`config.mk`:
```
export PLATFORM = sky130hd
export DESIGN_NAME = led_share_sched
export DESIGN_NICKNAME = d
export VERILOG_FILES = /design/src/rtl/led_share_sched.sv
export SDC_FILE = /design/constraint.sdc
export NUM_CORES = 1
export LEC_CHECK = 0
export BUFFER_PORTS_ARGS = -buffer_cell sky130_fd_sc_hd__buf_2
export CAP_MARGIN = 20
export CORE_ASPECT_RATIO = 0.6
export CORE_UTILIZATION = 30
export CTS_CLUSTER_SIZE = 28
export DETAILED_ROUTE_END_ITERATION = 7
export PLACE_DENSITY_LB_ADDON = 0.08
export SKIP_CTS_REPAIR_TIMING = 1
export SLEW_MARGIN = 25
export SYNTH_ARGS = -nofsm -noshare
export SYNTH_HDL_FRONTEND = slang
export SYNTH_SLANG_ARGS = --single-unit
```
`constraint.sdc`:
```
create_clock -name clk -period 2.7 [get_ports clk]
set_input_delay 0.405 -clock clk [delete_from_list [all_inputs] [get_ports clk]]
set_output_delay 0.405 -clock clk [all_outputs]
set_load 0.005 [all_outputs]
```
`src/rtl/led_share_sched.sv`:
```
// Round-robin owner scheduler for a shared 8-bit LED bank.
// Four requesters get time slots and may show their patterns steady or blinking.
module led_share_sched #(
  parameter int unsigned TICK_CYCLES = 2_500_000,
  parameter int unsigned SLOT_TICKS  = 10,
  parameter int unsigned BLINK_TICKS = 5
) (
  input  logic        clk,
  input  logic        rst,
  input  logic [3:0]  req,
  input  logic [31:0] pattern,
  input  logic [3:0]  blink_en,
  output logic [3:0]  gnt,
  output logic        busy,
  output logic [7:0]  leds
);

  localparam int unsigned TW = $clog2(TICK_CYCLES);
  localparam int unsigned SW = $clog2(SLOT_TICKS + 1);
  localparam int unsigned BW = $clog2(BLINK_TICKS + 1);

  typedef enum logic {IDLE, OWN} state_t;

  state_t        state;
  logic [TW-1:0] tick_cnt;
  logic [SW-1:0] slot_cnt;
  logic [BW-1:0] blink_cnt;
  logic [1:0]    last;
  logic          phase;

  logic          tick;
  logic          found;
  logic [1:0]    win;
  logic [1:0]    cand;
  logic          others;
  logic [7:0]    own_pat;

  assign tick    = (tick_cnt == TW'(TICK_CYCLES - 1));
  assign others  = |(req & ~gnt);
  assign own_pat = pattern[{last, 3'b000} +: 8];
  assign busy    = |gnt;

  // While OWN, last always holds the current owner's index.
  always_comb begin
    win   = '0;
    found = 1'b0;
    cand  = '0;
    for (int unsigned k = 1; k <= 4; k++) begin
      cand = last + 2'(k);
      if (!found && req[cand]) begin
        win   = cand;
        found = 1'b1;
      end
    end
  end

  always_ff @(posedge clk) begin
    if (rst) begin
      state     <= IDLE;
      gnt       <= '0;
      leds      <= '0;
      tick_cnt  <= '0;
      slot_cnt  <= '0;
      blink_cnt <= '0;
      last      <= 2'd3;
      phase     <= 1'b1;
    end else begin
      tick_cnt <= tick ? '0 : tick_cnt + TW'(1);
      leds     <= (state == OWN && (!blink_en[last] || phase)) ? own_pat : '0;
      case (state)
        IDLE: begin
          if (found) begin
            state     <= OWN;
            gnt       <= 4'b0001 << win;
            last      <= win;
            slot_cnt  <= '0;
            blink_cnt <= '0;
            phase     <= 1'b1;
          end
        end
        OWN: begin
          if (!req[last]) begin
            state <= IDLE;
            gnt   <= '0;
          end else if (tick) begin
            if (slot_cnt == SW'(SLOT_TICKS - 1)) begin
              if (others) begin
                state <= IDLE;
                gnt   <= '0;
              end else begin
                slot_cnt <= '0;
              end
            end else begin
              slot_cnt <= slot_cnt + SW'(1);
            end
            if (blink_cnt == BW'(BLINK_TICKS - 1)) begin
              phase     <= ~phase;
              blink_cnt <= '0;
            end else begin
              blink_cnt <= blink_cnt + BW'(1);
            end
          end
        end
        default: begin
          state <= IDLE;
          gnt   <= '0;
        end
      endcase
    end
  end

endmodule

```
==> flow_metrics.tcl <==
set metrics [dict create \
    outcome "completed" \
    hpwlAfterDp_mm 4.00 \
    synth_seq_cells 45 \
    grt_use_met1_pct 22.1 \
    antenna_found_initial 0 \
    boundaryPins 55 \
    synthMuxAreaShare_pct 9.67 \
    synth_top_area_share_pct 38.7 \
    synth_fa_ha_area_share_pct 2.69 \
    route.antenna.remaining_nets 0 \
    die_y_um 70.2 \
    numCtsBuffers 5 \
    start_kind "register" \
    drc 0 \
    synthXorXnorAreaFrac_pct 6.77 \
    synth_top_family_by_area "simple AND/OR/NAND/NOR gates" \
    port_buffers 54 \
    netlist_top_cells_area "dfxtp_1 39%, mux4_2 9.7%, xnor2_1 5.3%" \
    clk_latency_ns 0.28 \
    avgSynthCellArea_um2 9.39 \
    fin_crit_ns 2.17 \
    fillers 790 \
    areaGrowthSynthToFinish_pct 22.2 \
    synth_edf_count 0 \
    multi_input_area_mm2 0.00133 \
    path_class "register to register" \
    wl_per_cell_um 13.2 \
    seqCellArea_um2 901 \
    synth_cell_type_count 55 \
    viasPerCell 4.86 \
    ys.warnings.count 0 \
    grt_use_met2_pct 18.8 \
    ir_drop_uv 218 \
    hold_violations 0 \
    initial_utilization_pct 31.5 \
    num_rows 24 \
    tritoncts "done" \
    h-tree-depth 2 \
    first_global_vias 1777 \
    via_count 1978 \
    dieWidth_um 116 \
    drt-pass1-iter-count 4 \
    fin_nets 350 \
    end_kind "register" \
    path_max_fanout 7 \
    synth_area_mm2 0.00233 \
    min_period_over_period_pct 80.5 \
    synth-simple-area-share_pct 27.0 \
    worstPathRequired_ns 2.88 \
    cts_sinks 45 \
    fin_setup_tns_ns 0 \
    final_util_pct 38.5 \
    power.leakage_nw 1.08 \
    synth_cells 248 \
    drv_cap 0 \
    setup-violations-final 0 \
    met3_usage_pct 3.91 \
    synth_async_sr_flop_share_pct 0 \
    busiest_layer "met1" \
    power.density_mw_per_mm2 546 \
    die-area_mm2 0.00813 \
    skew_ns 0.00709 \
    gp_congestion 0.745 \
    drive_gt1_share_pct 28.4 \
    ys.flop_type "dfxtp_1" \
    grt_pass1_wl_mm 8.86 \
    tightest_slew_ns 0.655 \
    cts_root_buf "clkbuf_16" \
    grt_usage_pct 14.2 \
    grt_max_degree 22 \
    core_area_mm2 0.00739 \
    clk_path_buf_depth 2 \
    fmax_mhz 460 \
    synth_most_common_cell "dfxtp_1" \
    synth-compound-area-share_pct 11.0 \
    wl_mm 5.36 \
    grt_remaining_overflow 0 \
    yosys.area.top_type "dfxtp_1" \
    synthTopCellsByCount "45 x dfxtp_1, 27 x nor2_1, 16 x nand2_1, 14 x xnor2_1, 13 x inv_1" \
    slew_headroom_pct 56.3 \
    rsz0062_at_grt "false" \
    diodes 0 \
    syn_nets 295 \
    min_path_type "register to register" \
    drtIter0Drc 52 \
    cp.arrival_ns 2.36 \
    clkTransAtPathRegs_ns 0.06 \
    ys_seq_area_share_pct 38.7 \
    slew_violations 0 \
]
==> sequential cells by signal (all words and copies together) (netlist names) <==
register   count
tick_cnt      22
leds           8
gnt            4
slot_cnt       4
blink_cnt      3
last           2
phase          1
state          1
==> cells by family (layout without fill, tap and decap cells) <==
logic type	count (synthesis)	in the layout
adders and majority gates	5	5
DFF	45	45
muxes	10	10
xor gates and xnor gates	18	18
AOI/OAI and AO/OA	37	37
and+or+nand+nor	111	111
buffers and inverters	22	77
==> final timing paths <==
kind	from	end	slack, ns	cells past startpoint
worst max-delay path	tick_cnt[13]$_SDFF_PP0_	slot_cnt[1]$_SDFFE_PP0P_	0.53	5
worst min-delay path	tick_cnt[0]$_SDFF_PP0_	tick_cnt[0]$_SDFF_PP0_	0.46	1
worst max register to register	tick_cnt[13]$_SDFF_PP0_	slot_cnt[1]$_SDFFE_PP0P_	0.53	5
worst min register to register	tick_cnt[0]$_SDFF_PP0_	tick_cnt[0]$_SDFF_PP0_	0.46	1
==> metal layers <==
layer  part of all wire (%)  up-vias
met5                      0        -
met4                   0.73        0
met3                    3.8        4
met2                     39       35
met1                     56      930
li1                       -     1009
==> report_power, final <==
| group | internal [mW] | total, mW | switching (mW) |
|---|---|---|---|
| sequential | 0.690 | 0.710 | 0.0208 |
| combinational | 0.126 | 0.235 | 0.109 |
| clock | 0.364 | 0.608 | 0.244 |
==> through the flow <==
| stage | setup slack, ns | cell area, µm² | std cells | power (mW) | hold slack, ns |
|---|---|---|---|---|---|
| 3_5_place_dp | 0.525 | 2700 | 400 | 0.963 | 0.450 |
| 6_report | 0.525 | 2850 | 407 | 1.55 | 0.459 |
| 4_1_cts | 0.512 | 2850 | 407 | 1.58 | 0.465 |
| 2_1_floorplan | 0.893 | 2330 | 248 | 0.877 | 0.430 |
| 3_3_place_gp | 0.579 | 2700 | 400 | 0.964 | 0.445 |
| 5_1_grt | 0.335 | 2850 | 407 | 1.64 | 0.499 |
==> layout by cell type (no fill, tap or decap), drive strengths merged, types with 2 or more instances in the layout <==
cell type / n
buf: 57
dfxtp: 45
nor2: 29
nand2: 16
xnor2: 14
inv: 13
mux4: 10
nor3: 10
a21oi: 8
nor2b: 8
nand3: 8
o21ai: 8
nand2b: 7
clkbuf: 7
nand4: 5
or3: 5
ha: 5
xor2: 4
nor4: 4
nor3b: 3
or4: 3
and4: 3
nor4b: 2
nand3b: 2
o22ai: 2
a21o: 2
o211ai: 2
o311ai: 2
==> critical path, cell delays in order, from the launching register on <==
cell and delay, ns:
dfxtp_1 0.41, nor4b_1 0.45, nand4_1 0.30, o31ai_1 0.46, nand2_1 0.18, a31o_2 0.27
==> area by class of cell <==
class                      instances  share of cell area, %
tap                              104                   4.57
timing repair buffer              57                   10.3
multi-input combinational        181                   46.8
clock buffer                       7                   5.01
inverter                          13                   1.71
sequential                        45                   31.6
(Power assumes the default switching activity.)
